[config.mk]
export PLATFORM = sky130hd
export DESIGN_NAME = sr_btn_driver
export DESIGN_NICKNAME = d
export VERILOG_FILES = /design/src/rtl/sr_btn_driver.sv
export SDC_FILE = /design/constraint.sdc
export NUM_CORES = 1
export LEC_CHECK = 0
export CAP_MARGIN = 15
export CORE_ASPECT_RATIO = 0.5
export CORE_MARGIN = 4
export CORE_UTILIZATION = 55
export DETAILED_ROUTE_END_ITERATION = 7
export PLACE_DENSITY = 0.73
export REMOVE_ABC_BUFFERS = 1
export SLEW_MARGIN = 0
export SYNTH_ARGS = -nofsm -noshare
export SYNTH_HDL_FRONTEND = slang
export SYNTH_SLANG_ARGS = --single-unit
[constraint.sdc]
create_clock -name clk -period 2.29 [get_ports clk]
set_clock_uncertainty 0.05 [all_clocks]
set_input_delay 0.3435 -clock clk [delete_from_list [all_inputs] [get_ports clk]]
set_output_delay 0.3435 -clock clk [all_outputs]
set_load 0.02 [all_outputs]
[src/rtl/sr_btn_driver.sv]
// sr_btn_driver: turns two raw, bouncy push buttons (set, reset) into a clean,
// always one-hot S/R drive pair for the downstream SR latch.
// Each button passes through a 2-flop synchronizer, a stability-counter
// debouncer and a rising-edge detector. A two-state command FSM then owns S/R.
// Reset is level-sensitive and always wins over set.
module sr_btn_driver #(
    parameter int DEBOUNCE_CYCLES = 4,
    parameter int CNT_W           = 16
) (
    input  logic clk,
    input  logic rst_n,
    input  logic btn_set,
    input  logic btn_rst,
    output logic S,
    output logic R,
    output logic cmd_pulse,
    output logic conflict
);

    // Last count value before the debounced level is allowed to flip.
    localparam logic [CNT_W-1:0] CNT_LAST = CNT_W'(DEBOUNCE_CYCLES - 1);

    typedef enum logic {
        RST_HELD = 1'b0,
        SET_HELD = 1'b1
    } state_t;

    // Channel 0 is the set button, channel 1 is the reset button.
    logic [1:0] w_btn;
    logic [1:0] w_db;
    logic [1:0] w_rise;

    assign w_btn = {btn_rst, btn_set};

    for (genvar g = 0; g < 2; g++) begin : g_chan
        logic             r_sync1;
        logic             r_sync2;
        logic             r_db;
        logic             r_db_d;
        logic [CNT_W-1:0] r_cnt;

        // Two-flop synchronizer for the asynchronous button input.
        always_ff @(posedge clk or negedge rst_n) begin
            if (!rst_n) begin
                r_sync1 <= 1'b0;
                r_sync2 <= 1'b0;
            end else begin
                r_sync1 <= w_btn[g];
                r_sync2 <= r_sync1;
            end
        end

        // Debounce: the level flips only after DEBOUNCE_CYCLES consecutive
        // differing samples; any agreeing sample restarts the count.
        always_ff @(posedge clk or negedge rst_n) begin
            if (!rst_n) begin
                r_db   <= 1'b0;
                r_db_d <= 1'b0;
                r_cnt  <= '0;
            end else begin
                r_db_d <= r_db;
                if (r_sync2 == r_db) begin
                    r_cnt <= '0;
                end else if (r_cnt == CNT_LAST) begin
                    r_db  <= r_sync2;
                    r_cnt <= '0;
                end else begin
                    r_cnt <= r_cnt + CNT_W'(1);
                end
            end
        end

        assign w_db[g]   = r_db;
        assign w_rise[g] = r_db & ~r_db_d;
    end

    logic   w_set_rise;
    logic   w_rst_rise;
    logic   w_db_rst;
    state_t r_state;
    state_t w_next;
    logic   w_conflict;
    logic   r_cmd_pulse;
    logic   r_conflict;

    assign w_set_rise = w_rise[0];
    assign w_rst_rise = w_rise[1];
    assign w_db_rst   = w_db[1];

    // Next-state logic: reset level dominates; a set press while reset is held
    // is dropped and flagged as a conflict.
    always_comb begin
        w_next     = r_state;
        w_conflict = w_set_rise & w_db_rst;
        case (r_state)
            RST_HELD: if (w_set_rise && !w_db_rst) w_next = SET_HELD;
            SET_HELD: if (w_rst_rise || w_db_rst)  w_next = RST_HELD;
            default:  w_next = RST_HELD;
        endcase
    end

    // State register with the change strobe and conflict strobe registered
    // alongside it, so all outputs move on the same edge.
    always_ff @(posedge clk or negedge rst_n) begin
        if (!rst_n) begin
            r_state     <= RST_HELD;
            r_cmd_pulse <= 1'b0;
            r_conflict  <= 1'b0;
        end else begin
            r_state     <= w_next;
            r_cmd_pulse <= (w_next != r_state);
            r_conflict  <= w_conflict;
        end
    end

    assign S         = (r_state == SET_HELD);
    assign R         = (r_state == RST_HELD);
    assign cmd_pulse = r_cmd_pulse;
    assign conflict  = r_conflict;

endmodule

==> Word level (Yosys, flattened, before mapping) <==
Cells that the tools add are included.
{ "word_totals": {"register_bits": 43, "elab_cells": 40} }
{ "op_classes": {"add_sub_neg": 2, "n_eq_ne": 5, "n_mux": 7, "bitwise": 8, "n_reduce_logical": 5} }
{ "op_table": {"columns": ["cell", "count"], "rows": [
  ["$mux 16", 4],
  ["$add 16x1->16 const B", 2],
  ["$eq 16x2->1 const B", 2],
  ["$not 1->1", 5],
  ["$reduce_and 2->1", 2],
  ["$and 1x1->1", 3],
  ["$eq 1x1->1", 2],
  ["$mux 1", 2],
  ["$pmux 1 s2", 1],
  ["$logic_and 1x1->1", 1],
  ["$logic_not 1->1", 1],
  ["$logic_or 1x1->1", 1],
  ["$ne 1x1->1", 1]
]} }

==> Depth between registers and ports, before layout <==
Gate-level depths: netlist (run 1).
{ "logic_depth": {"ltp_word": 6, "ltp_mapped": 6, "depth_no_buf": 5} }

==> Least setup slack after synthesis (run 1) <==
No wires, ideal clock.
{ "synth_timing": {"path_kind": "reg2reg", "start": "register g_chan[1].r_cnt[0]", "end": "register g_chan[1].r_cnt[10]", "setup_ps": 121, "arrival_time_ps": 1383, "required_ps": 2119, "setup_slack_ps": 736, "stages_incl_launch_ff": 7, "synth_period_minus_slack_ps": 1554, "path_cell_list": "dfrtp_1 -> ha_1 -> nor4b_1 -> nand4_1 -> nand2_1 -> buf_2 -> nor2_1"} }
{ "synth_via": {"elab_chain_cells": 3, "elab_cells_between_ends": 4, "classes_between": "add/sub: 1; eq/ne: 1; mux: 2"} }
{ "synth_lines": {"columns": ["item", "line", "rtl"], "rows": [
  ["start, declared", "40", "logic [CNT_W-1:0] r_cnt;"],
  ["start signal, assigned", "68", "r_cnt <= r_cnt + CNT_W'(1);"],
  ["$add 16x1->16 or $eq 16x2->1 (tied branches)", "68, 64", null],
  ["$mux 16 (*)", "64", "end else if (r_cnt == CNT_LAST) begin"],
  ["$mux 16 (*)", "62", "if (r_sync2 == r_db) begin"]
]} }
Every way passes the cells marked *; elsewhere a longest branch is shown, timed or not.
A chain may end at the register's enable or synchronous reset.

==> Final worst setup path (run 1) <==
{ "layout_timing": {"start": "register g_chan[1].r_cnt[0]", "end": "register g_chan[1].r_cnt[4]"} }
Same word-level chain as after synthesis.

==> results of run 1 <==
[path summary, 6_finish.rpt]
kind                                            to  slack, ps                from  cells past startpoint
worst max-delay path            g_chan[1].r_cnt[4]        410  g_chan[1].r_cnt[0]                      5
worst min-delay path            g_chan[0].r_cnt[1]         -9               rst_n                      1
worst max register to register  g_chan[1].r_cnt[4]        410  g_chan[1].r_cnt[0]                      5
worst min register to register   g_chan[1].r_sync2        310   g_chan[1].r_sync1                      0
max in group asynchronous       g_chan[0].r_cnt[0]       1650               rst_n                      2
min in group clk                 g_chan[1].r_sync2        310   g_chan[1].r_sync1                      0
[flip-flops by register name, summed over array words and instances, names as in the netlist]
signal,count
g_chan.r_cnt,32
cmd_pulse,1
g_chan.r_db,2
g_chan.r_db_d,1
conflict,1
S,1
g_chan.r_sync1,2
g_chan.r_sync2,2
[layer usage]
metal | part of all wire (%) | wire, um | vias up | global-route usage, %
met5 | 0 | 0 | - | 0
met2 | 45 | 1452 | 19 | 25.27
met4 | 0.97 | 31 | 0 | 5.250
met3 | 3.8 | 120 | 5 | 4.559
li1 | - | - | 661 | -
met1 | 50 | 1589 | 647 | 21.56
[cells by family (layout without fill, tap and decap cells)]
family / count (synthesis) / count (layout) / synth area share [%]
and+or+nand+nor: 93 / 93 / 25.29
DFF: 42 / 42 / 54.62
xor gates and xnor gates: 27 / 27 / 12.29
buffers and inverters: 11 / 22 / 2.666
AOI/OAI and AO/OA: 7 / 7 / 2.080
muxes: 3 / 3 / 1.755
adders and majority gates: 2 / 2 / 1.300
[worst max-delay path, delay by kind of cell, from the launching register on]
family | cells | cell delay (ps)
simple gates | 4 | 1040
flops | 1 | 390
fa+ha+maj | 1 | 260
[placed cells by master (no fill, tap or decap), types with 3 or more instances in the layout]
| master | netlist | routed |
|---|---|---|
| sky130_fd_sc_hd__xor2_1 | 14 | 14 |
| sky130_fd_sc_hd__a21oi_1 | 4 | 4 |
| sky130_fd_sc_hd__nand2_1 | 8 | 8 |
| sky130_fd_sc_hd__nand3_1 | 12 | 12 |
| sky130_fd_sc_hd__and3_1 | 4 | 4 |
| sky130_fd_sc_hd__nor4_1 | 7 | 7 |
| sky130_fd_sc_hd__xnor2_1 | 13 | 13 |
| sky130_fd_sc_hd__clkbuf_8 | 0 | 5 |
| sky130_fd_sc_hd__clkdlybuf4s50_1 | 0 | 6 |
| sky130_fd_sc_hd__mux2_2 | 3 | 3 |
| sky130_fd_sc_hd__nor3_1 | 6 | 6 |
| sky130_fd_sc_hd__dfrtp_1 | 42 | 42 |
| sky130_fd_sc_hd__inv_1 | 5 | 5 |
| sky130_fd_sc_hd__nor2_1 | 30 | 30 |
| sky130_fd_sc_hd__nand4_1 | 12 | 12 |
[layout make-up]
type	count	share of cell area, %
multi-input cells	132	38.74
clock inverters	3	1.002
inverters	5	0.8844
repair buffers	9	3.774
well taps	48	2.830
clock buffers	5	3.243
flip-flops and latches	42	49.53
[through the flow]
stage / instances / total power, uW
after global routing: 244 / 1874
after CTS: 244 / 1774
after detailed placement: 236 / 1295
final: 244 / 1754
after global placement: 236 / 1286
after floorplan: 179 / 1151
[power groups by stage]
| stage | Combinational, uW | Sequential [uW] | Clock, uW |
|---|---|---|---|
| floorplan | 217 | 934 | 0 |
| global placement | 367 | 919 | 0 |
| detailed placement | 371 | 925 | 0 |
| CTS | 373 | 911 | 490 |
| global route | 418 | 926 | 530 |
| finish | 367 | 910 | 476 |
==> results.md, run 1 <==
Worst setup path:
- The data required time at the worst endpoint is 2400 ps.
- The critical path is of the flip-flop to flip-flop type.
- The slowest stage of the critical path belongs to the cell sky130_fd_sc_hd__nand2_1.
- STA classifies the critical path endpoint as a flip-flop.
- Data arrives at the worst endpoint at 1990 ps.
- The worst setup path is launched from a flip-flop.
- The worst-path maximum fanout is 15.
- Traced cell by cell, the critical path runs through ha_1, nor4b_1, nand4_1, nand2_1, nor2_1.
- On the worst path, the slowest cell contributes a delay of 430 ps.

Route:
- The final layout contains routed wiring with a total length of 3194 um.
- The routed via count is 1332.
- The via-per-instance ratio is 5.459.
- The remaining routing DRC violations is 0.
- The average detailed-routed wire length per instance is 13.09 um.
- The detailed router's first-iteration violation count is 43.
- Once detail routing completed, the nets flagged for antenna violations numbered 0.
- The number of detailed-route iterations in the first pass is 4.

Cells and area:
- The fraction of final layout cells with drive strength greater than 1 is between 10% and 20%.
- The utilization after layout is 66.93%.
- The layout-stage area growth over the synthesis result is 10.27%.
- The register area is around 1100 um^2.
- The fill cell total of the finished layout is 249.
- The post-route cell area is 2122 um^2.
- 0 antenna diodes ended up in the layout.
- The final layout contains approximately 200 nets.
- The multi-input combinational cell area is 822.0 um^2.

Power and ir drop:
- The internal power consumption is 1191 uW.
- Power spread over the standard cell area amounts to 826.6 nW/um^2.
- The share of total power consumed by net switching is 32.10%.
- For this design the total switching power over the nets is 563.1 uW.
- Sequential cells burn 51.9% of the power.
- In this run the static leakage power is 0.0008748 uW.
- The logic gate share of total power is 21.0%.
- The relative contribution of the clock network to total power is 27.2%.
- Across the VDD grid, the largest voltage drop is 0.7599 mV.

Synth:
- The post-synthesis sequential element count is 42.
- The number of flops mapped to enable cells by yosys is 0.
- The biggest area contributor in the post-synthesis netlist is sky130_fd_sc_hd__dfrtp_1.
- Of the synthesized area, sequential elements account for 54.62%.
- In the synthesized netlist, the number of instances is 185.
- The synthesized area per cell is 10.40 um^2.
- Counting instances in the post-synthesis netlist gives the leading cell types as 42 x sky130_fd_sc_hd__dfrtp_1, 30 x sky130_fd_sc_hd__nor2_1, 14 x sky130_fd_sc_hd__xor2_1, 13 x sky130_fd_sc_hd__xnor2_1.
- The area share of the largest cell type after synthesis is 54.62%.
- For this run, the number of Yosys warnings is 0.
- The count of distinct cell types in the synthesized netlist is 30.
- In the post-synthesis netlist, the biggest area contributors are sky130_fd_sc_hd__dfrtp_1 55%, sky130_fd_sc_hd__xor2_1 6.4%, sky130_fd_sc_hd__xnor2_1 5.9%.
- sky130_fd_sc_hd__dfrtp_1 is the most common cell in the netlist.
- The mapped netlist covers 1924 um^2.
- Counting flops with an async set or reset pin after synthesis yields a share of 100.0%.
- The commonest register cell after synthesis is sky130_fd_sc_hd__dfrtp_1.

Die:
- The full die area is 4566 um^2.
- The die is 49.83 um tall.
- The row count is 14.
- The horizontal die dimension is 91.65 um.
- For this configuration, the core starts out at a cell density of between 60% and 70%.
- The number of placed I/O pins is 8.
- The area of the placeable core is 3171 um^2.

Timing:
- The setup-violating endpoint count in the final report is 0.
- The relative slew slack is 60.89%.
- At the pin with the least slew margin, the transition time is between 500 and 600 ps.
- The final number of hold-violating endpoints is 24.
- The final hold slack is -8.869 ps.
- Counting I/O delays and the setup requirement, the final critical path takes 1881 ps.
- Setup repair after global routing left no endpoint under its margin.
- The worst setup slack after layout is 409.1 ps.
- The max-slew violation count is 0.
- After routing, the total negative slack on setup checks comes to 0 ps.
- The top achievable clock speed is around 530 MHz.
- The post-route fraction of the period consumed by the critical path is roughly 80%.

Clocking:
- The number of CTS-inserted buffers is 5.
- The CTS tree is done.
- In this run the deepest clock path goes through 2 buffers.
- The clock sink count is 42.
- The number of buffers added to fix hold violations after cts is 0.
- Once the clock tree was built, the setup fixing pass inserted 0 buffers.
- The worst-skew pair later-pin latency is a little under 300 ps.
- Post-CTS repair changed the size of 0 cells.
- The tree is rooted in a sky130_fd_sc_hd__clkbuf_8.
- The H-tree depth is 2.
- After clock tree synthesis, the clock-pin slew on the worst setup and hold paths is 80 ps.

Global routing:
- The wire length of the first global-routing pass is 5733 um.
- The largest net degree at the start of global routing is 28.
- For this run the aggregate overflow at the end of global routing stands at 0.
- The number of global-route vias before repair is 1246.
- The global router's overall resource usage is between 10% and 20%.
- The initial antenna violation count was 0.

Outcome:
- The run finished, with violations left.
- The final reports fail on hold timing.

Place:
- Once placement finished, the instance area stood at 2032 um^2.
- The routability congestion estimate from global placement is around 0.8.
- The placement-stage worst setup slack is roughly 450 ps.
- The number of input and output port buffers inserted is 7.
- The placed wire-length estimate after detailed placement is 2258 um.

Job:
- Max-cap violations in this run came to 0.

Min path:
- The classification of the worst-slack hold path is input port to asynchronous set/reset pin.
Note: power is estimated with default switching activity, not from simulation.
==> inputs of run 2 (changes only) <==
- CORE_UTILIZATION: 55 -> 53
- PLACE_DENSITY: 0.73 -> 0.74
- clock period: 2.29 -> 1.6 ns (I/O delays scaled with it)
==> results.md, run 2 (synthesized netlist as in run 1, its figures left out) <==
Cells and area:
- The number of flip-flops in the largest register is 32.
- Leaving out fill and tap cells, the most frequent cell in the layout is sky130_fd_sc_hd__dfrtp_1.
- The net count of the finished layout is 232.
- Excluding fillers, the count of instances in the completed layout stands at between 200 and 300.
- The fraction of final layout cells with drive strength greater than 1 is 29.96%.
- The layout-stage area growth over the synthesis result is 28.35%.
- g_chan.r_cnt holds more flip-flops than any other register.
- The top cell types in the final layout, fill and taps aside, are 35 x sky130_fd_sc_hd__dfrtp_1, 31 x sky130_fd_sc_hd__buf_4, 30 x sky130_fd_sc_hd__nor2_1.
- The multi-input combinational cell area is about 910 um^2.
- The number of inserted diodes is 0.
- The register area is 1060 um^2.
- The fill cell total of the finished layout is 254.

Die:
- The floorplan step defined a die boundary enclosing about 4700 um^2.
- The initial standard-cell utilization of the core is 55.72%.
- The floorplan step set the die width to 93.22 um.
- The floorplan step set the die height to a little over 50 um.
- The number of placed I/O pins is 8.
- The area of the placeable core is 3453 um^2.
- The row count is 15.

Power and ir drop:
- Combinational logic is responsible for 29.0% of the overall power.
- The static leakage power is 0.001036 uW.
- IR analysis of the VDD net gives a maximum drop of 0.8134 mV.
- The power share of the sequential group is 46.4%.
- Overall power consumption after layout is estimated at 2825 uW.
- The share of total power consumed by net switching is 30.84%.
- For this design the total switching power over the nets is 871.1 uW.
- In this run the power density over the cells is roughly 1100 nW/um^2.
- The internal power consumption is 1953 uW.
- Per report_power, the clock group accounts for 24.6% of the total.

Worst setup path:
- Data on the critical path is required at its endpoint by 1730 ps.
- The longest individual stage delay on the worst path is 430 ps.
- The kind of start point of the critical path is a flip-flop.
- The signal on the critical path passes through nor4_2, nand4_1, nand2_1, buf_4, nor2_1.
- Data arrives at the worst endpoint at roughly 1700 ps.
- The worst setup path startpoint is g_chan[0].r_cnt[10].
- The endpoint of the worst-slack reg-to-reg timing path is g_chan[0].r_cnt[6].
- The worst-path cell with the longest stage delay is sky130_fd_sc_hd__dfrtp_1.
- The worst-path maximum fanout is 9.
- STA classifies the critical path endpoint as a flip-flop.
- The reg2reg setup slack is 10 ps.
- The worst setup path is of the flip-flop to flip-flop kind.
- The source of the worst register-to-register timing path is g_chan[0].r_cnt[10].
- The number of cells on the worst reg-to-reg path is 5.

Job:
- The number of max-cap violations is 0.

Min path:
- The origin of the worst min-delay path is g_chan[0].r_sync1.
- Along the worst hold path, the cell count comes to 0.
- The end point of the most critical hold path is g_chan[0].r_sync2.
- The min-delay analysis places its worst path in the category flip-flop to flip-flop.

Route:
- The via-per-instance ratio is 5.371.
- The detailed router's first-iteration violation count is 90.
- For this block, the via count after detailed routing is about 1500.
- The final wirelength is 4029 um.
- After detailed routing, the number of remaining DRC violations is 0.
- The detail route stage leaves a number of antenna-violating nets equal to 0.
- In the final routed layout, each cell accounts on average for around 14 um.
- The number of detailed-route iterations in the first pass is 4.

Place:
- The routability congestion estimate from global placement is approximately 0.94.
- Before CTS, the worst setup slack after placement is -45.14 ps.
- The count of buffers added on input and output ports is 7.
- Detailed placement ended at an HPWL of 2490 um.
- Counting tap cells, the placed design contains a total of 255 instances.

Timing:
- The max-slew violation count is 0.
- The final hold slack is around 300 ps.
- The relative slew slack is 77.75%.
- Timing would allow up to 630.4 MHz.
- The shortest period the worst path allows is approximately 1600 ps.
- The setup-violating endpoint count in the final report is 0.
- For the pin with the worst max-slew slack, the measured transition is around 330 ps.
- The post-route fraction of the period consumed by the critical path is 99.15%.
- The final number of hold-violating endpoints came to 0.
- The worst path meets setup with between 10 and 15 ps of slack.
- The accumulated negative setup slack is 0 ps.

Clocking:
- The number of CTS-inserted buffers is 5.
- The root buffer cell chosen for the clock tree is sky130_fd_sc_hd__clkbuf_8.
- CTS saw 42 sinks.
- The clock-pin slew of the registers on the worst-case setup and hold paths is 80 ps.
- Counting along the longest clock path gives a buffer depth of 2.
- TritonCTS built the clock tree.
- For the worst-skew pair, the clock arrives at the later sink with an insertion delay of 290 ps.
- The clock tree synthesis step divided the H-tree into 2 levels.

Outcome:
- The flow ran to the end, and the final reports show no timing, DRC or antenna violations.

Global routing:
- The first global-routing pass estimated 6396 um of wire.
- The global router's overall resource usage is 17.32%.
- The initial antenna violation count is 0.
- The total overflow left after global routing is 0.
- The largest net degree at the start of global routing is 43.
- The number of global-route vias before repair was ~1400.
run 2: cell type report:
type                            count  area share, %
Sequential cell                    42          42.91
Multi-Input combinational cell    132          36.83
Timing Repair Buffer               40          13.22
Clock buffer                        7          3.495
Tap cell                           51          2.584
Inverter                            5         0.7599
Clock inverter                      1         0.2026
run 2: critical path: cells and delay by family, from the launching register on:
kind,cells,cell delay (ps)
and+or+nand+nor,4,820
DFF,1,430
buffers and inverters,1,170
run 2: per-layer routing:
layer | track usage (%) | vias up | wire (um)
met4 | 6.083 | 0 | 70
met5 | 0 | - | 0
met3 | 5.090 | 14 | 148
met2 | 28.13 | 39 | 1971
li1 | - | 723 | -
met1 | 22.31 | 717 | 1838
run 2: worst max path at each step:
stage,end
3_5_place_dp,g_chan[0].r_cnt[15]
2_1_floorplan,g_chan[1].r_cnt[14]
3_3_place_gp,g_chan[1].r_cnt[15]
5_1_grt,g_chan[0].r_cnt[6]
4_1_cts,g_chan[0].r_cnt[15]
6_report,g_chan[0].r_cnt[6]
run 2: repair_timing:
item                                    in CTS  in global routing
endpoints found under the hold margin       42                  0
gates cloned                                 0                  0
buffers inserted                             0                 14
resized for setup                            2                 23
pin swaps                                    0                 11
hold buffers                                 1                  0
endpoints found under the setup margin       2                 33
run 2: power groups by stage:
stage	sequential (uW)	clock, uW	combinational, uW
floorplan	1340	0	310
global placement	1300	0	673
detailed placement	1320	0	683
CTS	1300	706	697
global route	1330	763	893
finish	1310	695	819
run 2: through the flow:
| step | util (%) | area (um^2) |
|---|---|---|
| after floorplan | - | 1892 |
| after global placement | 62.79 | 2168 |
| after detailed placement | 62.79 | 2168 |
| after CTS | 65.72 | 2270 |
| after global routing | 71.52 | 2470 |
| final | 71.52 | 2470 |
==> inputs of run 3 (changes only) <==
- PLACE_DENSITY: 0.74 -> 0.82
==> results.md, run 3 (synthesized netlist as in run 1, its figures left out) <==
Place:
- Prior to clock tree synthesis, the placed netlist has a worst setup slack of -23.99 ps.
- The standard cell area after detailed placement is 2141 um^2.
- Including well taps, the total number of placed cells is 253.
- The placed wire-length estimate after detailed placement is about 2500 um.
- Routability-driven placement finished with a final weighted congestion of slightly above 0.9.
- During placement, the flow inserted port buffers numbering 7.

Power and ir drop:
- The total design power is 2830 uW.
- The worst-case vdd ir drop is 0.7391 mV.
- Summed over all cells, the static leakage comes to 0.0009926 uW.
- The total power density per cell area is 1165 nW/um^2.

Timing:
- The top achievable clock speed is around 620 MHz.
- Setup repair after global routing could not meet its margin everywhere.
- The setup-violating endpoint count in the final report is 1.
- The worst pin sits at a relative slew slack of between 50% and 60%.
- The slew at the pin closest to its max-slew limit is 615.1 ps.
- The final number of hold-violating endpoints came to 0.
- The post-route fraction of the period consumed by the critical path is 100.0%.
- The max-slew violation count came to 0.
- Once routing completed, OpenROAD measured the worst setup slack at -0.7585 ps.
- The worst path in the final design needs a cycle of about 1600 ps, including I/O delays and setup.

Global routing:
- The wire length of the first global-routing pass is around 6500 um.
- The global router's overall resource usage is 17.71%.
- The largest net degree at the start of global routing is 29.
- The number of global-route vias before repair is approximately 1400.
- Global routing used 4.341% of the available met3 tracks.
- The met2 track demand over resource is ~30%.
- The most heavily used metal layer in global routing is met2.
- Global routing used 22.70% of the available met1 tracks.
- The total overflow left after global routing is 0.
- The initial antenna violation count is 0.

Worst setup path:
- The data required time at the worst endpoint is 1720 ps.
- At the worst endpoint, the arrival time is between 1500 and 2000 ps.
- The source of the worst register-to-register timing path is g_chan[1].r_cnt[6].
- For this design, the slowest cell found on the critical path is sky130_fd_sc_hd__or3_2.
- The critical path goes through nand4_1, or3_2, xor2_1, nor2_2.
- The path type of the worst setup path is flip-flop to flip-flop.
- The kind of start point of the critical path is a flip-flop.
- The worst setup path startpoint is g_chan[1].r_cnt[6].
- The worst-path maximum fanout is 4.
- The kind of cell with the highest combined delay along the critical path is simple AND/OR/NAND/NOR gates.
- The longest individual stage delay on the worst path is 530 ps.
- The buffer and inverter count on the worst path is 0.
- The nature of the critical path endpoint is a flip-flop.

Die:
- The number of placed I/O pins is 8.
- The floorplan step set the die width to between 90 and 100 um.
- The die covers 4718 um^2.
- The core region is about 3500 um^2.
- The die is 50.61 um tall.
- After floorplanning, the core was divided into 15 placement rows.
- The initial standard-cell utilization of the core is 55.72%.

Route:
- The first detailed-routing pass ran for 4 iterations.
- The remaining routing DRC violations is 0.
- Summed over all layers, the routed wires come to around 4200 um.
- The remaining antenna violation count after routing is 0.
- Dividing the detail-routed wire length by the instance count gives 15.50 um.
- The routed layout has roughly 1500 vias.
- In the routed layout, each cell is associated on average with a via count of 5.574.
- The detailed router's first-iteration violation count is between 70 and 80.

Clocking:
- Counting the buffers created by CTS gives 5.
- The H-tree depth is 2.
- The root buffer cell is sky130_fd_sc_hd__clkbuf_8.
- TritonCTS built the clock tree.
- The clock passes through at most 2 buffers.
- The clock drives 42 sinks.
- The clock-pin slew of the registers on the worst-case setup and hold paths is around 90 ps.
- The worst-skew pair later-pin latency is 290 ps.

Cells and area:
- In the layout the commonest cells are 35 x sky130_fd_sc_hd__dfrtp_1, 25 x sky130_fd_sc_hd__buf_4, 24 x sky130_fd_sc_hd__nor2_1.
- The layout-stage area growth over the synthesis result is 26.27%.
- The register with the most flip-flops in the layout has 32 of them.
- The fraction of final layout cells with drive strength greater than 1 is 31.67%.
- Leaving out fill and tap cells, the most frequent cell in the layout is sky130_fd_sc_hd__dfrtp_1.
- The number of inserted diodes is 0.
- Counting flops per register, the top entry is g_chan.r_cnt.
- The final cell count without fillers is 272.
- The fill cell total of the finished layout is 240.
- The net count of the finished layout is 226.
- The post-route cell area is 2430 um^2.

Min path:
- The classification of the worst-slack hold path is flip-flop to flip-flop.
- The origin of the worst min-delay path is g_chan[0].r_sync1.

Job:
- The number of max-cap violations is 0.

Outcome:
- The final reports fail on setup timing.
- The flow ran to the end, but the final reports show violations.
## run 3: metrics by stage
stage,TNS [ps],hold WS (ps),util (%)
2_1_floorplan,0,-105.6,-
3_3_place_gp,0,233.1,61.99
3_5_place_dp,-199.3,238.2,61.99
4_1_cts,0,302.4,65.18
5_1_grt,-1071,312.5,70.36
6_report,-0.7585,301.5,70.36
## run 3: path summary, 6_finish.rpt
path                                             to  slack (ps)  cells after the start
worst min register to register    g_chan[0].r_sync2         300                      0
min in group asynchronous       g_chan[1].r_cnt[15]         440                      2
worst max-delay path            g_chan[1].r_cnt[11]        -0.8                      4
worst max register to register  g_chan[1].r_cnt[11]        -0.8                      4
worst min-delay path              g_chan[0].r_sync2         300                      0
max in group asynchronous        g_chan[0].r_cnt[3]         490                      3
## run 3: layout make-up
| cell class | count | area, um^2 | area share (%) |
|---|---|---|---|
| multi-input cells | 132 | 915.9 | 37.69 |
| clock inverters | 2 | 12.51 | 0.5149 |
| repair buffers | 34 | 276.5 | 11.38 |
| clock buffers | 6 | 82.58 | 3.399 |
| well taps | 51 | 63.81 | 2.626 |
| flip-flops and latches | 42 | 1060 | 43.61 |
| inverters | 5 | 18.77 | 0.7724 |
## run 3: repair_timing
item,in CTS,in global routing
pin swaps,1,13
setup buffers,0,10
setup endpoints to repair,17,33
resized for setup,2,30
hold buffers,1,0
hold endpoints to repair,26,0
## run 3: layer usage
metal | wire length (um) | up-vias | part of all wire (%)
met5 | 0 | - | 0
met4 | 73 | 0 | 1.7
met3 | 154 | 8 | 3.7
met2 | 2038 | 43 | 48
met1 | 1949 | 755 | 46
li1 | - | 710 | -
## run 3: worst reg2reg max path, cell delays in order, from the launching register on
cell,delay (ps)
sky130_fd_sc_hd__dfrtp_2,440
sky130_fd_sc_hd__nand4_1,190
sky130_fd_sc_hd__or3_2,530
sky130_fd_sc_hd__xor2_1,220
sky130_fd_sc_hd__nor2_2,50
## run 3: report_power, final
group	switching, uW	total, uW	leakage [uW]	internal, uW
sequential	114	1300	0.000553	1190
combinational	427	819	0.000393	392
clock	360	707	0.0000472	347
